[config.mk]
export PLATFORM = sky130hd
export DESIGN_NAME = regfile_multiport
export DESIGN_NICKNAME = d
export VERILOG_FILES = /design/src/rtl/regfile_multiport.sv
export SDC_FILE = /design/constraint.sdc
export NUM_CORES = 1
export LEC_CHECK = 0
export CAP_MARGIN = 20
export CORE_MARGIN = 5
export CORE_UTILIZATION = 60
export CTS_CLUSTER_DIAMETER = 80
export CTS_CLUSTER_SIZE = 20
export DETAILED_ROUTE_END_ITERATION = 10
export MAX_ROUTING_LAYER = met4
export PLACE_DENSITY = 0.79
export SLEW_MARGIN = 20
export SYNTH_ARGS = -nofsm -noshare
export SYNTH_HDL_FRONTEND = slang
export SYNTH_SLANG_ARGS = --single-unit
[constraint.sdc]
create_clock -name clk -period 7.4 [get_ports clk]
set_input_delay 0.74 -clock clk [delete_from_list [all_inputs] [get_ports clk]]
set_output_delay 0.74 -clock clk [all_outputs]
set_load 0.03 [all_outputs]
[src/rtl/regfile_multiport.sv]
// Multiport register file: NUM_RD combinational read ports, one write port,
// optional hardwired r0, and a one-entry-per-cycle clear sweep after rst or clear.
// Optional same-cycle write-to-read forwarding: define REGFILE_BYPASS_EN.
//
// state    | meaning
// ST_CLEAR | sweeping idx_q over every entry writing zero; reads return 0
// ST_RUN   | normal operation; ready high, writes and reads enabled
module regfile_multiport #(
  parameter int DATA_W   = 32,
  parameter int ADDR_W   = 5,
  parameter int NUM_RD   = 2,
  parameter int ZERO_REG = 1
) (
  input  logic                     clk,
  input  logic                     rst,
  input  logic [NUM_RD*ADDR_W-1:0] read_reg,
  output logic [NUM_RD*DATA_W-1:0] read_data,
  input  logic [ADDR_W-1:0]        write_reg,
  input  logic [DATA_W-1:0]        write_data,
  input  logic                     regWrite,
  input  logic                     clear,
  output logic                     ready
);

  localparam int DEPTH = 2 ** ADDR_W;

  typedef enum logic {
    ST_CLEAR = 1'b0,
    ST_RUN   = 1'b1
  } state_t;

  state_t              state_q, state_d;
  logic [ADDR_W-1:0]   idx_q, idx_d;
  logic                ready_q, ready_d;
  logic [DATA_W-1:0]   regs_q [DEPTH];

  logic                wr_en;
  logic [ADDR_W-1:0]   wr_addr;
  logic [DATA_W-1:0]   wr_data;
  logic                wr_to_zero;

  assign wr_to_zero = (ZERO_REG != 0) && (write_reg == '0);

  always_comb begin
    state_d = state_q;
    idx_d   = idx_q;
    ready_d = ready_q;
    wr_en   = 1'b0;
    wr_addr = write_reg;
    wr_data = write_data;
    if (rst) begin
      // the array itself is never touched on a reset edge
      state_d = ST_CLEAR;
      idx_d   = '0;
      ready_d = 1'b0;
    end else if (clear) begin
      state_d = ST_CLEAR;
      idx_d   = '0;
      ready_d = 1'b0;
    end else begin
      case (state_q)
        ST_CLEAR: begin
          wr_en   = 1'b1;
          wr_addr = idx_q;
          wr_data = '0;
          idx_d   = idx_q + 1'b1;
          if (idx_q == '1) begin
            state_d = ST_RUN;
            ready_d = 1'b1;
          end
        end
        ST_RUN: begin
          wr_en = regWrite && !wr_to_zero;
        end
        default: begin
          state_d = ST_CLEAR;
          idx_d   = '0;
          ready_d = 1'b0;
        end
      endcase
    end
  end

  always_ff @(posedge clk) begin
    if (rst) begin
      state_q <= ST_CLEAR;
      idx_q   <= '0;
      ready_q <= 1'b0;
    end else begin
      state_q <= state_d;
      idx_q   <= idx_d;
      ready_q <= ready_d;
    end
  end

  always_ff @(posedge clk) begin
    if (wr_en) begin
      regs_q[wr_addr] <= wr_data;
    end
  end

  assign ready = ready_q;

  for (genvar p = 0; p < NUM_RD; p++) begin : g_rd
    logic [ADDR_W-1:0] rd_addr;
    logic [DATA_W-1:0] rd_val;

    assign rd_addr = read_reg[p*ADDR_W +: ADDR_W];

    always_comb begin
      rd_val = '0;
      if (state_q == ST_RUN && !((ZERO_REG != 0) && (rd_addr == '0))) begin
        rd_val = regs_q[rd_addr];
`ifdef REGFILE_BYPASS_EN
        if (regWrite && (write_reg == rd_addr)) begin
          rd_val = write_data;
        end
`endif
      end
    end

    assign read_data[p*DATA_W +: DATA_W] = rd_val;
  end

endmodule
After elaboration in Yosys (flattened, before gate mapping) --
Memories as Yosys holds them, arrays and structs flattened. Index checks and enable logic that the tools add are counted.
Word-level totals: bits in registers 7, latch bits 0, bits in writable memories 1024, memory bits (read-only) 0, input port bits 51, output and inout port bits 65, memories 1
Cells by class: add/sub/neg operators 1, $mul 0, divide/modulo/power cells 0, order comparisons 0, equal/unequal tests 1, shift operators 0, multiplexer cells 15, bitwise operators 1, reduce and logical (&&, ||, !) cells 11
Memories:
- regs_q | depth 32, width 32, rd ports 2, clocked after Yosys merged registers in 0, write ports 1, RTL line 35 | logic [DATA_W-1:0] regs_q [DEPTH];
Operators with widths (number):
- two-way mux 32 bit | 5
- logical NOT 5 bit | 3
- two-way mux 5 bit | 3
- two-way mux 1 bit | 6
- adder 5 x 1 -> 5 bit (second input constant) | 1
- == test 5 bit (second input constant) | 1
- logical AND 1 bit | 3
- logical NOT 1 bit | 3
- case mux 1 bit (2 select lines) | 1
- AND reduction 2 bit | 1
- OR reduction 2 bit | 1
- inverter 1 bit | 1

Logic depth before layout (Yosys ltp) --
word-level depth 8, gate-level depth with buffers 9, depth with buffers taken out 5

Least setup slack after synthesis --
Ideal clock, no wire load.
path type input port to flip-flop, start point input clear, end point memory regs_q[16][0], enable pin, arrival 3.156 ns, required time 6.979 ns, path slack 3.823 ns, stages 5, path buffers 1, path through nor3_1 > buf_2 > mux2i_1 > nand2_1 > nor2_1
Between the ends: cells in the longest elaborated chain, start to end 4
Ends and longest elaborated chain:
- start, declared | RTL line 21 | input logic clear,
- two-way mux 1 bit | RTL line 56 | end else if (clear) begin
- two-way mux 1 bit | RTL line 51 | if (rst) begin
- two-way mux 1 bit | RTL line 97 | if (wr_en) begin
- two-way mux 1 bit (implied by the code) | RTL line 98 | regs_q[wr_addr] <= wr_data;
- end, declared | RTL line 35
Parallel ways exist; a longest one is shown, timed or not.

Worst setup path in the final report --
start point input read_reg[1], end point output read_data[25]
Between the ends: cells in the longest elaborated chain, start to end 4
Ends and longest elaborated chain:
- start, declared | RTL line 16 | input logic [NUM_RD*ADDR_W-1:0] read_reg,
- branches (longest 3 deep; another with memory (32 x 32 bit))
- two-way mux 32 bit (*) | RTL line 112 | if (state_q == ST_RUN && !((ZERO_REG != 0) && (rd_addr == '0))) begin
- end, declared | RTL line 17 | output logic [NUM_RD*DATA_W-1:0] read_data,
Mark *: on every way between the ends.

==> impl_metrics.csv <==
group,metric,value,unit
timing,fin_crit,5.31,ns
power_and_ir_drop,p_leak,16.8,nW
timing,min_period_over_period,71.7,%
drt,drt-total-wl,139000,um
drt,dr.pass1.iters,6,
synthesis,ys_seq_area_share,64.0,%
power_and_ir_drop,ir_drop,0.211,mV
timing,tightest_slew,1.25,ns
floorplanning,rows,104,
cells_and_area,finalNetCount,2678,
setup_path,arrival,4.57,ns
floorplanning,core_area,80200,um^2
synthesis,synth_common_cells,"1024 x edfxtp_1, 388 x mux4_2, 355 x mux2i_1",
synthesis,synth_edf_count,1024,
global_route,grt_pass1_vias,29100,
drt,viasPerCell,7.70,
clocking,postCtsHoldBufs,0,
timing,finalHoldViolations,0,
drt,detail-route-antenna-nets,0,
hold_path,hp-class,"flop to flop",
place,gp_congestion,0.893,
run_status,status,"finished, final reports clean",
synthesis,synth_top_area_cell,"edfxtp_1",
synthesis,yosys-top-cells-area,"edfxtp_1 64%, mux4_2 18%, mux2i_1 7.4%",
floorplanning,start_util,60.2,%
power_and_ir_drop,fin_total_pwr,10.7,mW
job,drv_cap,0,
global_route,antenna_found_initial,1,
floorplanning,ioPinCount,116,
drt,vias,28500,
setup_path,critPathCaptureType,"output pin",
synthesis,yosysMostFrequentCell,"edfxtp_1",
setup_path,path_cells,"buf_8, buf_4, nor2b_4, buf_4, a2bb2oi_1, nand3_1, a211oi_1, clkdlybuf4s50_1",
synthesis,synthFlopType,"edfxtp_1",
clocking,clock_sinks,1031,
timing,skew,0.0293,ns
synthesis,yosysWarnings,0,
global_route,grt_max_degree,109,
setup_path,crit_type,"input port to output pin",
synthesis,ys_ff_latch,1031,
synthesis,netlist_area,48300,um^2
setup_path,crit_start,"read_reg[1]",
timing,rsz0062_at_grt,"no",
setup_path,r2r_start,"state_q$_SDFF_PP0_",
cells_and_area,area_growth,8.68,%
setup_path,critPathMaxFanout,67,
timing,whs,0.502,ns
timing,slew_violations,0,
clocking,postCtsSetupBuffers,0,
setup_path,cp_data_required_time,6.66,ns
synthesis,ys_types,42,
place,port_buffers,115,
global_route,grt_pass1_wl,200000,um
timing,clock.fmax,188,MHz
place,dp_slack,2.19,ns
drt,wl_per_cell,37.5,um
floorplanning,die_h,294,um
floorplanning,dieArea,86200,um^2
timing,finalWorstSetupSlack,2.09,ns
clocking,cts_buffers,58,
setup_path,start_kind,"input port",
cells_and_area,layoutNonFillerInstCount,3700,
global_route,grt_usage,32.9,%
timing,fin_tns_setup,0,ns
timing,slew_headroom,16.2,%
cells_and_area,drive_gt1_share,25.9,%
synthesis,syn_inst,2552,
clocking,cts_resized,0,
synthesis,async_reset_ff_share,0,%
drt,post-route-drc-count,0,
clocking,clock_path_buffers,3,
cells_and_area,diodes,0,
timing,setup_viol,0,
place,dp_cells,3624,
power_and_ir_drop,power_density,203,nW/um^2
clocking,htree_levels,2,
setup_path,crit_top_cell,"buf_4",
drt,dr.first_iter.drc_count,4504,
setup_path,critical-path-slowest-cell,"clkdlybuf4s50_1",
synthesis,syn_area_per_cell,18.9,um^2
global_route,overflow,0,
clocking,ctsRootBufferMaster,"clkbuf_16",
hold_path,min-delay-start,"ready$_SDFFE_PP0P_",
clocking,clk_pin_slew,0.08,ns
floorplanning,dieWidth,294,um
cells_and_area,num-fill-cells,5215,
clocking,insertion_delay,0.67,ns
synthesis,yosys.area.top_type_share,63.7,%
place,place.detailed.hpwl,75000,um
setup_path,cpPeakStageDelay,0.82,ns
synthesis,synth_nets,2605,
clocking,cts_tree,"built",
## cell families after synthesis
family / share of synthesized area, %
adder cells (fa/ha/maj): 0.0518
AO/OA/AOI/OAI: 4.78
AND/OR/NAND/NOR: 2.41
XOR/XNOR: 0.0544
multiplexers: 26.6
buffers and inverters: 2.13
flip-flops: 64.0
## per-stage QoR
step / util [%] / instance area (um^2)
after floorplan: - / 48300
after global placement: 63.5 / 50900
after detailed placement: 63.5 / 50900
after CTS: 65.4 / 52400
after global routing: 65.4 / 52500
final: 65.4 / 52500
## registers in the layout (all words and copies together) (netlist names)
name     flops
regs_q    1024
idx_q        5
state_q      1
ready        1
## cell usage in the layout, fill, tap and decap left out, types with 7 or more instances in the layout
cell and instances:
clkdlybuf4s50_1 107, a211oi_1 31, nand2b_1 7, clkbuf_16 59, dfxtp_1 7, mux2_2 48, a221oi_1 9, mux4_2 388
mux2i_1 355, a22oi_1 14, buf_4 99, nor2b_1 35, nand2_1 72, a21oi_1 48, nor2_4 33, nand3_1 47
nand4_1 8, o22a_1 25, clkbuf_1 10, o221ai_1 89, edfxtp_1 1024, nor2_1 14, a221oi_2 23, a2bb2oi_1 32
## routing by layer
layer	global-route usage, %	vias up	wire length [um]
li1	-	11000	-
met2	51.8	2361	66900
met3	6.86	426	16700
met1	42.9	14700	48100
met4	12.9	0	7000
met5	-	-	0
## final timing paths
kind                             endpoint  slack (ns)  cells past startpoint
setup / recovery            read_data[25]        2.09                      8
hold / removal         ready$_SDFFE_PP0P_        0.50                      2
setup reg to reg  regs_q[30][2]$_DFFE_PP_        3.66                      6
hold reg to reg        ready$_SDFFE_PP0P_        0.50                      2
## critical path: cells and delay by family
| family | cells | cell delay, ns |
|---|---|---|
| AOI/OAI and AO/OA | 2 | 0.98 |
| buffers and inverters | 4 | 2.35 |
| and+or+nand+nor | 2 | 0.41 |
## where the power goes
part           internal, mW  total, mW  switching (mW)
Combinational         0.387      0.928           0.542
Clock                  1.45       3.27            1.82
Sequential             6.46       6.47          0.0121
## cell type report
type                       count  area, um^2  share of cell area [%]
inverter                       3        11.3                  0.0215
tap                         1060        1330                    2.53
clock inverter                 5        43.8                  0.0835
clock buffer                  70        1530                    2.91
timing repair buffer         218        2000                    3.82
multi-input combinational   1313       16700                    31.8
sequential                  1031       30900                    58.9
(Power assumes the default switching activity.)
